<file path="config.mk">
export PLATFORM = sky130hd
export DESIGN_NAME = alu_exec
export DESIGN_NICKNAME = d
export VERILOG_FILES = /design/src/rtl/alu_exec.sv
export SDC_FILE = /design/constraint.sdc
export NUM_CORES = 1
export LEC_CHECK = 0
export ABC_AREA = 1
export CORE_ASPECT_RATIO = 0.6
export CORE_UTILIZATION = 45
export CTS_CLUSTER_DIAMETER = 50
export CTS_CLUSTER_SIZE = 28
export DETAILED_ROUTE_END_ITERATION = 10
export PLACE_DENSITY = 0.65
export SLEW_MARGIN = 20
export SYNTH_ARGS = -nofsm -noshare
export SYNTH_HDL_FRONTEND = slang
export SYNTH_SLANG_ARGS = --single-unit
</file>
<file path="constraint.sdc">
create_clock -name clk -period 4.8 [get_ports clk]
set_input_delay 0.48 -clock clk [delete_from_list [all_inputs] [get_ports clk]]
set_output_delay 0.48 -clock clk [all_outputs]
set_load 0.03 [all_outputs]
</file>
<file path="src/rtl/alu_exec.sv">
// Execute-stage ALU: single-cycle add/logic/compare, iterative 1-bit-per-cycle shifts,
// valid/ready handshakes on both sides with a registered result held until accepted.
module alu_exec #(
  parameter int WIDTH = 32
) (
  input  logic             clk,
  input  logic             reset,
  input  logic             in_valid,
  output logic             in_ready,
  input  logic [5:0]       alu_fun,
  input  logic [WIDTH-1:0] a,
  input  logic [WIDTH-1:0] b,
  output logic             out_valid,
  input  logic             out_ready,
  output logic [WIDTH-1:0] result,
  output logic             zero,
  output logic             ovf,
  output logic             neg,
  output logic             bad_op
);

  localparam int SHW = (WIDTH > 1) ? $clog2(WIDTH) : 1;

  typedef enum logic [1:0] {
    S_IDLE  = 2'b00,
    S_SHIFT = 2'b01,
    S_DONE  = 2'b10
  } state_e;

  localparam logic [1:0] SH_SLL = 2'b00;
  localparam logic [1:0] SH_SRL = 2'b01;
  localparam logic [1:0] SH_SRA = 2'b11;

  state_e           state_q, state_d;
  logic [WIDTH-1:0] result_q, result_d;
  logic             zero_q, zero_d;
  logic             ovf_q, ovf_d;
  logic             neg_q, neg_d;
  logic             bad_op_q, bad_op_d;
  logic [WIDTH-1:0] work_q, work_d;
  logic [SHW-1:0]   count_q, count_d;
  logic [1:0]       sh_op_q, sh_op_d;

  // Single-cycle evaluation of the presented operands; only consumed at the accept edge.
  logic [WIDTH-1:0] sum, diff;
  logic [WIDTH-1:0] imm_res;
  logic             imm_ovf, imm_bad, imm_shift, cond;
  logic [SHW-1:0]   amt;

  assign sum  = a + b;
  assign diff = a - b;
  assign amt  = a[SHW-1:0];

  // NOTE: every signal written in a combinational block gets a default first, so no
  // path through the case statements can leave it unassigned and infer a latch.
  always_comb begin
    imm_res   = '0;
    imm_ovf   = 1'b0;
    imm_bad   = 1'b0;
    imm_shift = 1'b0;
    cond      = 1'b0;
    unique case (alu_fun[5:4])
      2'b00: begin
        if (alu_fun[0]) begin
          imm_res = diff;
          imm_ovf = (a[WIDTH-1] != b[WIDTH-1]) && (diff[WIDTH-1] != a[WIDTH-1]);
        end else begin
          imm_res = sum;
          imm_ovf = (a[WIDTH-1] == b[WIDTH-1]) && (sum[WIDTH-1] != a[WIDTH-1]);
        end
      end
      2'b01: begin
        case (alu_fun[3:0])
          4'b1000: imm_res = a & b;
          4'b1110: imm_res = a | b;
          4'b0110: imm_res = a ^ b;
          4'b0001: imm_res = ~(a | b);
          4'b1010: imm_res = a;
          default: imm_bad = 1'b1;
        endcase
      end
      2'b10: begin
        // A zero shift amount completes immediately with the data operand unchanged.
        if (alu_fun[1:0] == 2'b10) begin
          imm_bad = 1'b1;
        end else begin
          imm_shift = 1'b1;
          imm_res   = b;
        end
      end
      default: begin
        case (alu_fun[3:1])
          3'b001:  cond = (a == b);
          3'b000:  cond = (a != b);
          3'b010:  cond = alu_fun[0] ? ($signed(a) < $signed(b)) : (a < b);
          3'b110:  cond = a[WIDTH-1] || (a == '0);
          3'b100:  cond = a[WIDTH-1];
          3'b111:  cond = !a[WIDTH-1] && (a != '0);
          default: imm_bad = 1'b1;
        endcase
        imm_res = {{(WIDTH-1){1'b0}}, cond};
      end
    endcase
    if (imm_bad) begin
      imm_res = '0;
    end
  end

  logic [WIDTH-1:0] work_step;

  always_comb begin
    unique case (sh_op_q)
      SH_SLL:  work_step = {work_q[WIDTH-2:0], 1'b0};
      SH_SRL:  work_step = {1'b0, work_q[WIDTH-1:1]};
      SH_SRA:  work_step = {work_q[WIDTH-1], work_q[WIDTH-1:1]};
      default: work_step = work_q;
    endcase
  end

  logic             load;
  logic [WIDTH-1:0] load_res;
  logic             load_ovf, load_bad;

  always_comb begin
    state_d  = state_q;
    result_d = result_q;
    zero_d   = zero_q;
    ovf_d    = ovf_q;
    neg_d    = neg_q;
    bad_op_d = bad_op_q;
    work_d   = work_q;
    count_d  = count_q;
    sh_op_d  = sh_op_q;
    load     = 1'b0;
    load_res = '0;
    load_ovf = 1'b0;
    load_bad = 1'b0;

    unique case (state_q)
      S_IDLE: begin
        if (in_valid) begin
          if (imm_shift && (amt != '0)) begin
            work_d  = b;
            count_d = amt;
            sh_op_d = alu_fun[1:0];
            state_d = S_SHIFT;
          end else begin
            load     = 1'b1;
            load_res = imm_res;
            load_ovf = imm_ovf;
            load_bad = imm_bad;
            state_d  = S_DONE;
          end
        end
      end
      S_SHIFT: begin
        work_d  = work_step;
        count_d = count_q - 1'b1;
        if (count_q == SHW'(1)) begin
          load     = 1'b1;
          load_res = work_step;
          state_d  = S_DONE;
        end
      end
      S_DONE: begin
        if (out_ready) begin
          state_d = S_IDLE;
        end
      end
      default: state_d = S_IDLE;
    endcase

    // Flags are derived once from the final value so they always agree with result.
    if (load) begin
      result_d = load_res;
      zero_d   = (load_res == '0);
      neg_d    = load_res[WIDTH-1];
      ovf_d    = load_ovf;
      bad_op_d = load_bad;
    end
  end

  // NOTE: sequential state uses non-blocking assignments so every flop samples the
  // pre-edge values of the others, independent of statement order.
  always_ff @(posedge clk) begin
    if (reset) begin
      state_q  <= S_IDLE;
      result_q <= '0;
      zero_q   <= 1'b0;
      ovf_q    <= 1'b0;
      neg_q    <= 1'b0;
      bad_op_q <= 1'b0;
      work_q   <= '0;
      count_q  <= '0;
      sh_op_q  <= SH_SLL;
    end else begin
      state_q  <= state_d;
      result_q <= result_d;
      zero_q   <= zero_d;
      ovf_q    <= ovf_d;
      neg_q    <= neg_d;
      bad_op_q <= bad_op_d;
      work_q   <= work_d;
      count_q  <= count_d;
      sh_op_q  <= sh_op_d;
    end
  end

  assign in_ready  = (state_q == S_IDLE);
  assign out_valid = (state_q == S_DONE);
  assign result    = result_q;
  assign zero      = zero_q;
  assign ovf       = ovf_q;
  assign neg       = neg_q;
  assign bad_op    = bad_op_q;

endmodule

</file>
==> impl_metrics.toml <==
[detailed_routing]
firstDrtPassIters = 6
via_per_inst = 5.61
drc_errors = 0
detail-route-antenna-nets = 0
vias = 14200
drt_iter0_drc = 1808
post_drt_wl_per_cell_um = 19.1
routed_wl_um = 48300

[yosys]
synth.largest_area_cell = "nand2_1"
synth_top_area_share_pct = 24.5
syn_area_per_cell_um2 = 5.36
syn_area_um2 = 11600
synth_edf_count = 0
yosys_warnings = 0
synth_nets = 2329
synth_cells = 2155
synthTopCellsByArea = "nand2_1 25%, dfxtp_1 13%, inv_1 12%"
synth_seq_cells = 76
ys_types = 48
synth_ff_type = "dfxtp_1"
seq_area_frac_synth_pct = 13.2
synthArstFlopShare_pct = 0

[pwr]
p_leak_nw = 7.00
pwr-share-seq_pct = 27.0
switching_share_pct = 44.2
p_clk_share_pct = 25.5
power_frac_comb_pct = 47.5
p_sw_mw = 1.15
p_int_mw = 1.46
p_per_area_nw_per_um2 = 201
ir_drop_v = 0.000159

[global_routing]
grt_usage_pct = 36.2
grt_pass1_wl_um = 73100
grt_pass1_vias = 12800
grt_antenna_before_repair = 0
grt_max_degree = 59
grt.overflow.total = 0

[sta]
worst_pin_slew_ps = 881
setup_tns_ps = 0
setup_viol = 0
relSlewSlack_pct = 40.9
fin_crit_sh_pct = 77.4
final_hold_viol_count = 0
rsz0062_at_grt = "no"
fin_skew_ps = 3.71
timing.fmax_ghz = 0.269
fin_hold_ws_ps = 463
drv_slew = 0
min_period_ps = 3720

[cells_and_area]
area_delta_synth_final_pct = 12.4
seq_area_um2 = 1520
multiInputGateArea_um2 = 8170
diodes = 0
fin_nets = 2376
drive_gt1_share_pct = 3.72
fill_cells = 2689

[setup_path]
r2r-end = "zero"
slowest_stage = "clkdlybuf4s50_1"
reg2reg_depth = 13
cp-startpoint = "b[8]"
cp-end-kind = "register"
r2r-start = "sh_op_q[0]"
r2r_slack_ps = 1880
crit_type = "in -> reg"
critPathMaxFanout = 7
critPathLaunchType = "primary input"
critical_path.max_stage_delay_ps = 650
cp.arrival_ps = 3970
crit_chain = "clkdlybuf4s50_1 > inv_1 > ha_1 > nand2_1 > nor2_1 > nand3_1 > nand3_1 > nand3_1 > nand2_1 > nand2_1 > nand2_1 > nand2_1 > nand3_1 > nand2_1 > a21oi_1 > nand2_1 > nor2_1 > nand4_1 > a21oi_1"
crit_top_cell = "nand2_1"
worst_ep_required_time_ps = 5060

[die]
die_w_um = 209
ios = 112
dieArea_um2 = 26300
coreArea_um2 = 24700
dieHeight_um = 126
row_count = 44
initial_core_util_pct = 46.8

[clocking]
cts_tree = "built"
clock_sinks = 76
numCtsBuffers = 9
cts-resized-gates = 0
cts_max_level = 3
path_clk_slew_ps = 60
post_cts_buffers = 0
worstSkewPairLatency_ps = 350
cts_hold_buf = 0
cts_root_buf = "clkbuf_16"
cts_buffer_depth = 2

[placed_design]
port_buffers = 111
dp_hpwl_um = 38700
gp_congestion = 1.00

[hold_path]
hold_path.class = "reg -> reg"
hold_end = "bad_op"
hold_start = "bad_op"
whs_path_depth = 2

[outcome]
outcome = "finished clean"

[flow_run]
maxCapViolCount = 0
registers in the layout (all words and copies together), names as in the netlist:
| signal | flops |
|---|---|
| work_q | 32 |
| state_q | 2 |
| result | 32 |
| sh_op_q | 2 |
| bad_op | 1 |
| ovf | 1 |
| count_q | 5 |
| zero | 1 |
logic make-up (layout without fill, tap and decap cells):
kind of cell / count (synthesis) / in the layout / synth area share (%)
adders and majority gates: 100 / 100 / 11.0
buffers and inverters: 458 / 508 / 16.2
xor gates and xnor gates: 1 / 1 / 0.0758
AOI/OAI and AO/OA: 335 / 335 / 17.1
DFF: 76 / 76 / 13.2
and+or+nand+nor: 1185 / 1185 / 42.5
stage by stage:
| stage | utilization (%) | setup slack [ps] | instance area [um2] | instances | power (mW) |
|---|---|---|---|---|---|
| 2_1_floorplan | - | 2340 | 11600 | 2155 | 1.51 |
| 3_3_place_gp | 51.5 | 938 | 12700 | 2513 | 1.91 |
| 3_5_place_dp | 51.5 | 945 | 12700 | 2513 | 1.92 |
| 4_1_cts | 52.7 | 1280 | 13000 | 2527 | 2.59 |
| 5_1_grt | 52.7 | 989 | 13000 | 2527 | 2.77 |
| 6_report | 52.7 | 1080 | 13000 | 2527 | 2.61 |
cells in the mapped netlist (all sizes together) (2+ instances only):
| master | instances |
|---|---|
| nand2 | 762 |
| inv | 364 |
| nor2 | 217 |
| nand3 | 137 |
| a21oi | 115 |
| ha | 98 |
| o21ai | 96 |
| dfxtp | 76 |
| buf | 53 |
| clkbuf | 40 |
| o22ai | 26 |
| a31oi | 24 |
| nand4 | 24 |
| a22oi | 20 |
| o2111ai | 17 |
| nor3 | 16 |
| o221ai | 13 |
| nand3b | 10 |
| or2 | 10 |
| o21bai | 9 |
| o211ai | 8 |
| nor4 | 6 |
| a211oi | 3 |
| and2 | 3 |
| fa | 2 |
area by class of cell:
| cell class | count | share of cell area (%) |
|---|---|---|
| Timing Repair Buffer | 129 | 9.55 |
| Sequential cell | 76 | 11.7 |
| Multi-Input combinational cell | 1621 | 62.9 |
| Clock inverter | 5 | 0.424 |
| Inverter | 365 | 10.6 |
| Clock buffer | 9 | 1.73 |
| Tap cell | 322 | 3.10 |
placed cells by master (no fill, tap or decap), types with 17 or more instances in the layout:
cell / synthesis / routed
o2111ai_1: 17 / 17
nand4_1: 24 / 24
inv_1: 354 / 354
a21oi_1: 114 / 114
a31oi_1: 24 / 24
nor2_1: 203 / 202
ha_1: 98 / 98
nand3_1: 135 / 135
o21ai_0: 86 / 86
nand2_1: 755 / 755
a22oi_1: 20 / 20
dfxtp_1: 76 / 76
clkdlybuf4s50_1: 0 / 110
o22ai_1: 26 / 26
buf_4: 8 / 18
critical path, delay by kind of cell:
kind	cells	cell delay, ps
and+or+nand+nor	14	1920
buffers and inverters	2	760
adders and majority gates	1	450
AOI/OAI and AO/OA	2	360
worst max-delay path by stage:
stage | endpoint | slack [ps]
global route | zero | 990
global placement | zero | 940
detailed placement | zero | 940
CTS | zero | 1280
finish | zero | 1080
floorplan | zero | 2340
routing by layer:
metal  GRT usage (%)  up-vias  share of wire (%)
li1                -     6900                  -
met1            52.8     6325                 46
met2            51.9      836                 39
met3            6.88      105                 11
met4            13.5        0                3.6
met5               0        -                  0
power groups by stage:
stage / logic, mW / clock network (mW) / registers (mW)
finish: 1.24 / 0.667 / 0.705
global route: 1.35 / 0.709 / 0.709
floorplan: 0.773 / 0 / 0.734
global placement: 1.19 / 0 / 0.716
CTS: 1.21 / 0.680 / 0.703
detailed placement: 1.20 / 0 / 0.716
Note: power is estimated with default switching activity, not from simulation.
